File: config.mk
export PLATFORM = sky130hd
export DESIGN_NAME = fp_mult_seq
export DESIGN_NICKNAME = d
export VERILOG_FILES = /design/src/rtl/fp_pkg.sv /design/src/rtl/fp_mant_mul_iter.sv /design/src/rtl/fp_mult_seq.sv
export SDC_FILE = /design/constraint.sdc
export NUM_CORES = 1
export LEC_CHECK = 0
export ABC_CLOCK_PERIOD_IN_PS = 9300
export BUFFER_PORTS_ARGS = -buffer_cell sky130_fd_sc_hd__buf_2
export CORE_UTILIZATION = 65
export CTS_CLUSTER_DIAMETER = 40
export CTS_CLUSTER_SIZE = 25
export DETAILED_ROUTE_END_ITERATION = 6
export PLACE_DENSITY = 0.85
export SYNTH_ARGS = -nofsm -noshare
export SYNTH_HDL_FRONTEND = slang
export SYNTH_HIERARCHICAL = 1
export SYNTH_SLANG_ARGS = --single-unit
File: constraint.sdc
create_clock -name clk -period 9.3 [get_ports clk]
set_input_delay 1.86 -clock clk [delete_from_list [all_inputs] [get_ports clk]]
set_output_delay 1.86 -clock clk [all_outputs]
set_load 0.01 [all_outputs]
File: src/rtl/fp_pkg.sv
// Shared types and helpers for the sequential FP multiplier.
// Holds FSM states, exponent bias helper and flag bit positions.
package fp_pkg;

  typedef enum logic [1:0] {
    IDLE,
    MUL,
    NORM,
    DONE
  } state_t;

  localparam int FLAG_INV = 2;
  localparam int FLAG_OVF = 1;
  localparam int FLAG_UNF = 0;

  function automatic int fp_bias(input int exp_w);
    return (1 << (exp_w - 1)) - 1;
  endfunction

endpackage

File: src/rtl/fp_mant_mul_iter.sv
// Radix-2 shift-add significand multiplier, one multiplier bit per cycle.
// Ports: start loads operands, busy while iterating, done on last step, product 2N bits.
module fp_mant_mul_iter
  import fp_pkg::*;
#(
  parameter int N = 24
) (
  input  logic           clk,
  input  logic           rst_n,
  input  logic           start,
  input  logic [N-1:0]   mcand,
  input  logic [N-1:0]   mplier,
  output logic           busy,
  output logic           done,
  output logic [2*N-1:0] product
);

  localparam int CW = $clog2(N);

  logic            r_busy;
  logic [CW-1:0]   r_cnt;
  logic [2*N-1:0]  r_mcd;
  logic [N-1:0]    r_mpl;
  logic [2*N-1:0]  r_acc;
  logic            w_last;

  assign w_last  = (r_cnt == CW'(N - 1));
  assign busy    = r_busy;
  assign done    = r_busy && w_last;
  assign product = r_acc;

  always_ff @(posedge clk or negedge rst_n) begin
    if (!rst_n) begin
      r_busy <= 1'b0;
      r_cnt  <= '0;
      r_mcd  <= '0;
      r_mpl  <= '0;
      r_acc  <= '0;
    end else if (start && !r_busy) begin
      r_busy <= 1'b1;
      r_cnt  <= '0;
      r_mcd  <= {{N{1'b0}}, mcand};
      r_mpl  <= mplier;
      r_acc  <= '0;
    end else if (r_busy) begin
      r_acc <= r_acc + (r_mpl[0] ? r_mcd : '0);
      r_mcd <= r_mcd << 1;
      r_mpl <= r_mpl >> 1;
      r_cnt <= r_cnt + CW'(1);
      if (w_last) r_busy <= 1'b0;
    end
  end

endmodule

File: src/rtl/fp_mult_seq.sv
// Sequential floating-point multiplier, flush-to-zero, fixed latency MAN_W+3.
// Ports: in_valid/in_ready/a/b in, out_valid/out_ready/result/flags out; FP_MULT_ROUND_EN selects RNE.
module fp_mult_seq
  import fp_pkg::*;
#(
  parameter int EXP_W = 8,
  parameter int MAN_W = 23
) (
  input  logic                     clk,
  input  logic                     rst_n,
  input  logic                     in_valid,
  output logic                     in_ready,
  input  logic [EXP_W+MAN_W:0]     a,
  input  logic [EXP_W+MAN_W:0]     b,
  output logic                     out_valid,
  input  logic                     out_ready,
  output logic [EXP_W+MAN_W:0]     result,
  output logic [2:0]               flags
);

  localparam int W  = 1 + EXP_W + MAN_W;
  localparam int N  = MAN_W + 1;
  localparam int PW = 2 * N;
  localparam int EW = EXP_W + 2;
  localparam logic [EW-1:0] BIAS = EW'(fp_bias(EXP_W));
  localparam logic [EW-1:0] EMAX = EW'((1 << EXP_W) - 1);

  state_t           r_state, w_next;
  logic [W-1:0]     r_a, r_b, r_result, w_res;
  logic [2:0]       r_flags, w_flg;
  logic             w_start, w_busy, w_done;
  logic [PW-1:0]    w_prod, w_norm;
  logic [EXP_W-1:0] w_ea, w_eb;
  logic             w_sign, w_pmsb, w_inc, w_carry;
  logic             w_a_nan, w_b_nan, w_a_inf, w_b_inf;
  logic             w_a_zero, w_b_zero, w_ovf, w_unf;
  logic [N-1:0]     w_mant;
  logic [N:0]       w_sum;
  logic [MAN_W-1:0] w_frac;
  logic [EW-1:0]    w_efin;

  assign w_ea   = r_a[W-2:MAN_W];
  assign w_eb   = r_b[W-2:MAN_W];
  assign w_sign = r_a[W-1] ^ r_b[W-1];

  assign w_start = (r_state == MUL) && !w_busy;

  fp_mant_mul_iter #(.N(N)) u_mul (
    .clk     (clk),
    .rst_n   (rst_n),
    .start   (w_start),
    .mcand   ({1'b1, r_a[MAN_W-1:0]}),
    .mplier  ({1'b1, r_b[MAN_W-1:0]}),
    .busy    (w_busy),
    .done    (w_done),
    .product (w_prod)
  );

  assign w_pmsb = w_prod[PW-1];
  assign w_norm = w_pmsb ? w_prod : {w_prod[PW-2:0], 1'b0};
  assign w_mant = w_norm[PW-1:N];

`ifdef FP_MULT_ROUND_EN
  logic w_g, w_r, w_s;
  assign w_g   = w_norm[N-1];
  assign w_r   = w_norm[N-2];
  assign w_s   = |w_norm[N-3:0];
  assign w_inc = w_g & (w_r | w_s | w_norm[N]);
`else
  logic w_unused;
  assign w_unused = ^w_norm[N-1:0];
  assign w_inc    = 1'b0;
`endif

  // rounding carry-out leaves 1.000..0, so the fraction is just zeros
  assign w_sum   = {1'b0, w_mant} + (N+1)'(w_inc);
  assign w_carry = w_sum[N];
  assign w_frac  = w_carry ? w_sum[N-1:1] : w_sum[MAN_W-1:0];

  assign w_efin = {2'b00, w_ea} + {2'b00, w_eb} - BIAS
                + EW'(w_pmsb) + EW'(w_carry);
  assign w_ovf  = !w_efin[EW-1] && (w_efin >= EMAX);
  assign w_unf  = w_efin[EW-1] || (w_efin == '0);

  assign w_a_nan  = (&w_ea) && (|r_a[MAN_W-1:0]);
  assign w_b_nan  = (&w_eb) && (|r_b[MAN_W-1:0]);
  assign w_a_inf  = (&w_ea) && !(|r_a[MAN_W-1:0]);
  assign w_b_inf  = (&w_eb) && !(|r_b[MAN_W-1:0]);
  assign w_a_zero = (w_ea == '0);
  assign w_b_zero = (w_eb == '0);

  always_comb begin
    w_res = {w_sign, w_efin[EXP_W-1:0], w_frac};
    w_flg = 3'b000;
    if (w_a_nan || w_b_nan || (w_a_inf && w_b_zero)
        || (w_b_inf && w_a_zero)) begin
      w_res = {1'b0, {EXP_W{1'b1}}, 1'b1, {(MAN_W-1){1'b0}}};
      w_flg[FLAG_INV] = 1'b1;
    end else if (w_a_inf || w_b_inf) begin
      w_res = {w_sign, {EXP_W{1'b1}}, {MAN_W{1'b0}}};
    end else if (w_a_zero || w_b_zero) begin
      w_res = {w_sign, {(W-1){1'b0}}};
    end else if (w_ovf) begin
      w_res = {w_sign, {EXP_W{1'b1}}, {MAN_W{1'b0}}};
      w_flg[FLAG_OVF] = 1'b1;
    end else if (w_unf) begin
      w_res = {w_sign, {(W-1){1'b0}}};
      w_flg[FLAG_UNF] = 1'b1;
    end
  end

  always_comb begin
    w_next    = r_state;
    in_ready  = 1'b0;
    out_valid = 1'b0;
    unique case (r_state)
      IDLE: begin
        in_ready = 1'b1;
        if (in_valid) w_next = MUL;
      end
      MUL:  if (w_done) w_next = NORM;
      NORM: w_next = DONE;
      DONE: begin
        out_valid = 1'b1;
        if (out_ready) w_next = IDLE;
      end
      default: w_next = IDLE;
    endcase
  end

  always_ff @(posedge clk or negedge rst_n) begin
    if (!rst_n) begin
      r_state  <= IDLE;
      r_a      <= '0;
      r_b      <= '0;
      r_result <= '0;
      r_flags  <= '0;
    end else begin
      r_state <= w_next;
      if (in_valid && in_ready) begin
        r_a <= a;
        r_b <= b;
      end
      if (r_state == NORM) begin
        r_result <= w_res;
        r_flags  <= w_flg;
      end
    end
  end

  assign result = r_result;
  assign flags  = r_flags;

endmodule
* Yosys cells after proc, flatten, opt, wreduce, memory -nomap -nowiden
Index checks and enable logic that the tools add are counted.
** Operators by class
- Add/subtract/negate cells :: 5
- Order comparisons :: 1
- Equality and inequality tests :: 7
- Multiplexer cells :: 31
- Bitwise operators :: 1
- Reductions and logical operators :: 31
** Operators by type and width (number)
- $mux 48 :: 5
- $mux 31 :: 4
- $add 48x48->48 :: 1
- $mux 24 :: 2
- $mux 47 :: 1
- $reduce_or 23->1 :: 2
- $mux 32 :: 1
- $logic_not 8->1 :: 2
- $reduce_and 8->1 :: 2
- $mux 2 :: 6
- $logic_and 1x1->1 :: 11
- $add 10x1->10 :: 1
- $ge 10x8->1 const B :: 1
- $logic_not 10->1 :: 1
- $mux 5 :: 2
- $sub 9x7->10 const B :: 1
- $add 8x8->9 :: 1
- $mux 1 :: 9
- $pmux 2 s4 :: 1
- $logic_or 1x1->1 :: 6
- $add 5x1->5 const B :: 1
- $eq 5x5->1 const B :: 1
- $eq 2x2->1 const B :: 2
- $logic_not 1->1 :: 4
- 7 further kinds :: 8
** Word-level totals
- Bits in registers :: 227
- Bits of input ports :: 68
- Output and inout bits :: 37
- Word-level logic and storage cells :: 86

* Depth between registers and ports, before layout
- Depth after elaboration :: 10
- Mapped depth :: 15
- Depth with buffers taken out :: 12

* By module
Netlist, hierarchy kept.
** Modules (own cells, without submodules)
- fp_mant_mul_iter :: times used 1, cells each 915, area each 8241.7 um^2, sequential area each 3153.0 um^2
- fp_mult_seq :: times used 1, cells each 379, area each 4971.0 um^2, sequential area each 2527.4 um^2

* Worst setup path after synthesis
Ideal clock, no wire load.
- Path kind :: reg-to-reg
- Start point :: reg u_mul.r_acc[47] (netlist: u_mul/product[47])
- End point :: reg r_result[23] (netlist: result[23])
- Setup time :: 0.126 ns
- Arrival :: 3.357 ns
- Path slack :: 5.817 ns
- Stages on the path, launching flop included :: 15
- Cell sequence :: dfrtp_1 -> clkbuf_1 -> clkbuf_1 -> inv_1 -> ha_1 -> inv_1 -> ha_1 -> fa_1 -> nand3_1 -> nand2_1 -> a31oi_2 -> o21ai_2 -> xor2_1 -> a22o_1 -> a221o_1
** On the way
- Cells in the longest elaborated chain, start to end :: 8
- Elaborated cells between the ends (all ways) :: 11
- Classes of those cells :: 1 x add/sub; 1 x order compare; 5 x mux; 4 x reduce/logical
** Ends and longest elaborated chain
- start: declaration :: RTL line fp_mant_mul_iter.sv:24 : logic [2*N-1:0] r_acc;
- start signal: assignment :: RTL line fp_mant_mul_iter.sv:46 : r_acc <= r_acc + (r_mpl[0] ? r_mcd : '0);
- $add 10x1->10 (*) :: RTL line fp_mult_seq.sv:81 : + EW'(w_pmsb) + EW'(w_carry);
- branches (longest 3 deep; another with $ge 10x8->1)
- $mux 31 (*) :: RTL line fp_mult_seq.sv:103 : end else if (w_ovf) begin
- $mux 31 (*) :: RTL line fp_mult_seq.sv:101 : end else if (w_a_zero || w_b_zero) begin
- $mux 31 (*) :: RTL line fp_mult_seq.sv:99 : end else if (w_a_inf || w_b_inf) begin
- $mux 32 (*) :: RTL line fp_mult_seq.sv:95 : if (w_a_nan || w_b_nan || (w_a_inf && w_b_zero)
- end signal: assignment :: RTL line fp_mult_seq.sv:145 : r_result <= w_res;
- end: declaration :: RTL line fp_mult_seq.sv:29 : logic [W-1:0] r_a, r_b, r_result, w_res;
Every way passes the cells marked *.
A chain may end at the register's enable or synchronous reset.

* Final worst setup path
- Start point :: reg u_mul.r_mpl[0]
- End point :: reg u_mul.r_acc[32] (netlist: u_mul/product[32])
** On the way
- Cells in the longest elaborated chain, start to end :: 4
** Ends and longest elaborated chain
- start: declaration :: RTL line fp_mant_mul_iter.sv:23 : logic [N-1:0] r_mpl;
- start signal: assignment :: RTL line fp_mant_mul_iter.sv:43 : r_mpl <= mplier;
- start signal: assignment :: RTL line fp_mant_mul_iter.sv:48 : r_mpl <= r_mpl >> 1;
- $mux 48 :: RTL line fp_mant_mul_iter.sv:46
- $add 48x48->48 :: RTL line fp_mant_mul_iter.sv:46
- $mux 48 :: RTL line fp_mant_mul_iter.sv:45 : end else if (r_busy) begin
- $mux 48 :: RTL line fp_mant_mul_iter.sv:39 : end else if (start && !r_busy) begin
No other way between the ends. The select of a mux whose other input is x is not followed.

==> impl_metrics.tcl <==
set metrics [dict create \
    critPathBufInv 1 \
    crit_type "reg2reg" \
    clock_skew_ps 14.3 \
    async_reset_ff_share_pct 100 \
    endpoint_kind "flip-flop" \
    r2r_slack_ps 5450 \
    ys_types 88 \
    cts_resized 0 \
    p_leak_uw 0.00667 \
    max_freq_mhz 260 \
    areaGrowthSynthToFinish_pct 12.6 \
    io_pins 105 \
    required_ps 9700 \
    slew_viol_final 0 \
    hold_depth 1 \
    die_area_um2 20900 \
    cts_max_path_buffers 3 \
    grt_pass1_vias 10200 \
    cts_tree "built" \
    final_nets 1510 \
    reg2reg_to "u_mul/product[32]" \
    worstReg2RegStart "u_mul/r_mpl[0]" \
    place_ws_ps 5520 \
    power_density_nw_per_um2 338 \
    finalPower_uw 5020 \
    clk_pin_slew_ps 60 \
    clkSinkCount 227 \
    ant_nets 0 \
    pwr-share-seq_pct 35.7 \
    grt_overflow 0 \
    internal-power_uw 2980 \
    track_usage_pct 30.2 \
    yosysSeqAreaShare_pct 43.0 \
    numCtsBuffers 31 \
    drt_first_iter_violations 732 \
    antenna_cells 0 \
    num_rows 51 \
    outcome "complete, no violations" \
    wirelength_um 30200 \
    hpwl_um 20300 \
    die_w_um 145 \
    drive_above_1_share_pct 21.2 \
    start_util_pct 67.0 \
    insertion_delay_ps 560 \
    grt_max_degree 115 \
    hold_viol_final 0 \
    finalSetupViolations 0 \
    gp_congestion 0.937 \
    critPathSlowestCell "dfrtp_1" \
    power_frac_clock_pct 23.7 \
    netlist_area_um2 13200 \
    dr.pass1.iters 5 \
    final.setup.tns_ps 0 \
    cp_cell_sequence "buf_4 > and2_1 > ha_1 > fa_1 > a211oi_2 > o21ai_0 > a21oi_1 > nand3_1 > a31o_2 > a31o_2 > a211oi_1 > xor2_1 > o21ai_1" \
    max-cap-violations 0 \
    netlist_instances 1294 \
    worstHoldStart "result[9]" \
    viasPerCell 6.21 \
    ctsHtreeMaxLevel 1 \
    fillers 1301 \
    arrival_ps 4250 \
    comb_power_share_pct 40.6 \
    root_buffer "clkbuf_16" \
    slowest_delay_ps 550 \
    postLayoutSetupSlackWorst_ps 5450 \
    worst_setup_path_start_kind "flip-flop" \
    grt_pass1_wl_um 50100 \
    syn-mean-instance-area_um2 10.2 \
    hold_path.class "reg2reg" \
    ys_ff_latch 227 \
    ys_warn_count 6 \
    worst_slew_pin_slew_ps 1040 \
    die_y_um 145 \
    rr_worst_depth 13 \
    rsz0062_at_grt "false" \
    crit_family "compound AO/OA/AOI/OAI gates" \
    grt_antenna_before_repair 0 \
    fin_crit_sh_pct 41.4 \
    critical-path-top-cell-by-count "a31o_2" \
    path_max_fanout 34 \
    io_buffers 104 \
    fin_crit_ps 3850 \
    whs_ps 480 \
    coreArea_um2 19700 \
    via_count 10300 \
    avgRoutedWirePerCell_um 18.2 \
    cts_hold_buf 0 \
    cts_setup_buffers 0 \
    peakVddDrop_mv 0.217 \
    post-route-drc-count 0 \
    synth_ff_type "dfrtp_1" \
    synth_edf_count 0 \
    maxSlewHeadroom_pct 30.9 \
    min_to "result[9]" \
    power.switching_uw 2040 \
    switching_share_pct 40.6 \
]
## worst max path at each step
stage	cells past startpoint	from	slack (ps)	to
after detailed placement	12	u_mul/r_mpl[0]	5520	u_mul/product[37]
final	13	u_mul/r_mpl[0]	5450	u_mul/product[32]
after global routing	12	u_mul/r_mpl[0]	5170	u_mul/product[37]
after global placement	13	u_mul/r_mpl[0]	5610	u_mul/product[40]
after CTS	12	r_a[23]	5490	result[0]
after floorplan	14	u_mul/product[47]	5820	result[23]
## cells by family (layout without fill, tap and decap cells)
logic type	count (synthesis)	count (layout)	synth area share, %
mux	137	137	11.0
fa+ha+maj	70	70	6.74
flops	227	227	43.0
buf+inv	96	197	3.35
compound gates	346	346	18.5
other cells	1	2	0.0284
simple gates	366	366	13.9
xor+xnor	51	51	3.44
## cell type report
type                            count  area, um2  area share (%)
Timing Repair Buffer              113        598            4.02
Sequential cell                   227       5680            38.2
Inverter                           27        101           0.681
Clock inverter                     24        251            1.69
Clock buffer                       33        803            5.40
Multi-Input combinational cell    972       7110            47.8
Tap cell                          265        332            2.23
## power groups by stage
stage | combinational [uW] | sequential, uW | clock (uW)
final | 2040 | 1790 | 1190
after global routing | 2260 | 1850 | 1250
after CTS | 2040 | 1780 | 1210
after detailed placement | 2010 | 1790 | 0
after global placement | 1930 | 1770 | 0
after floorplan | 1640 | 1660 | 0
## per-layer routing
layer  part of all wire (%)  vias up  GRT usage (%)
li1                       -     4866              -
met1                     43     5041           39.7
met2                     49      337           50.2
met3                    4.8       74           4.24
met4                    2.9        0           12.1
met5                      0        -              0
## through the flow
| stage | instances | utilization (%) | area [um2] |
|---|---|---|---|
| floorplan | 1295 | - | 13200 |
| global placement | 1604 | 70.1 | 13800 |
| detailed placement | 1604 | 70.1 | 13800 |
| CTS | 1661 | 75.5 | 14900 |
| global route | 1661 | 75.5 | 14900 |
| finish | 1661 | 75.5 | 14900 |
## cell usage after synthesis (14+ instances only)
| master | instances | share of area, % |
|---|---|---|
| mux2i_1 | 72 | 5.5 |
| ha_1 | 68 | 6.4 |
| and2_1 | 49 | 2.3 |
| a21oi_1 | 55 | 2.1 |
| xnor2_1 | 26 | 1.7 |
| nor4_1 | 18 | 0.85 |
| dfrtp_1 | 227 | 43 |
| o2bb2ai_2 | 20 | 2.3 |
| clkbuf_1 | 55 | 1.6 |
| mux2_2 | 65 | 5.5 |
| xor2_1 | 24 | 1.6 |
| a22o_1 | 30 | 2.0 |
| nand4_1 | 14 | 0.66 |
| nand3_1 | 18 | 0.68 |
| nand2b_1 | 25 | 1.2 |
| a21o_1 | 26 | 1.5 |
| nor2_1 | 36 | 1.0 |
| nand2_1 | 156 | 4.4 |
| o21ai_0 | 124 | 4.7 |
| inv_1 | 27 | 0.77 |
## placed cells by master (no fill, tap or decap), types with 20 or more instances in the layout
cell type and count:
a21o_1 26, a21oi_1 55, a22o_1 30, and2_1 49, buf_2 103, clkbuf_16 31
dfrtp_1 226, ha_1 68, inv_1 27, mux2_2 65, mux2i_1 72, nand2_1 155
nand2b_1 25, nor2_1 36, o21ai_0 124, o2bb2ai_2 20, xnor2_1 26, xor2_1 24
## sequential cells by signal (all words and copies together) (netlist names)
register,cells
flags,3
r_a,32
r_b,32
r_state,2
result,32
u_mul/busy,1
u_mul/product,48
u_mul/r_cnt,5
u_mul/r_mcd,48
u_mul/r_mpl,24
Note: power is estimated with default switching activity, not from simulation.
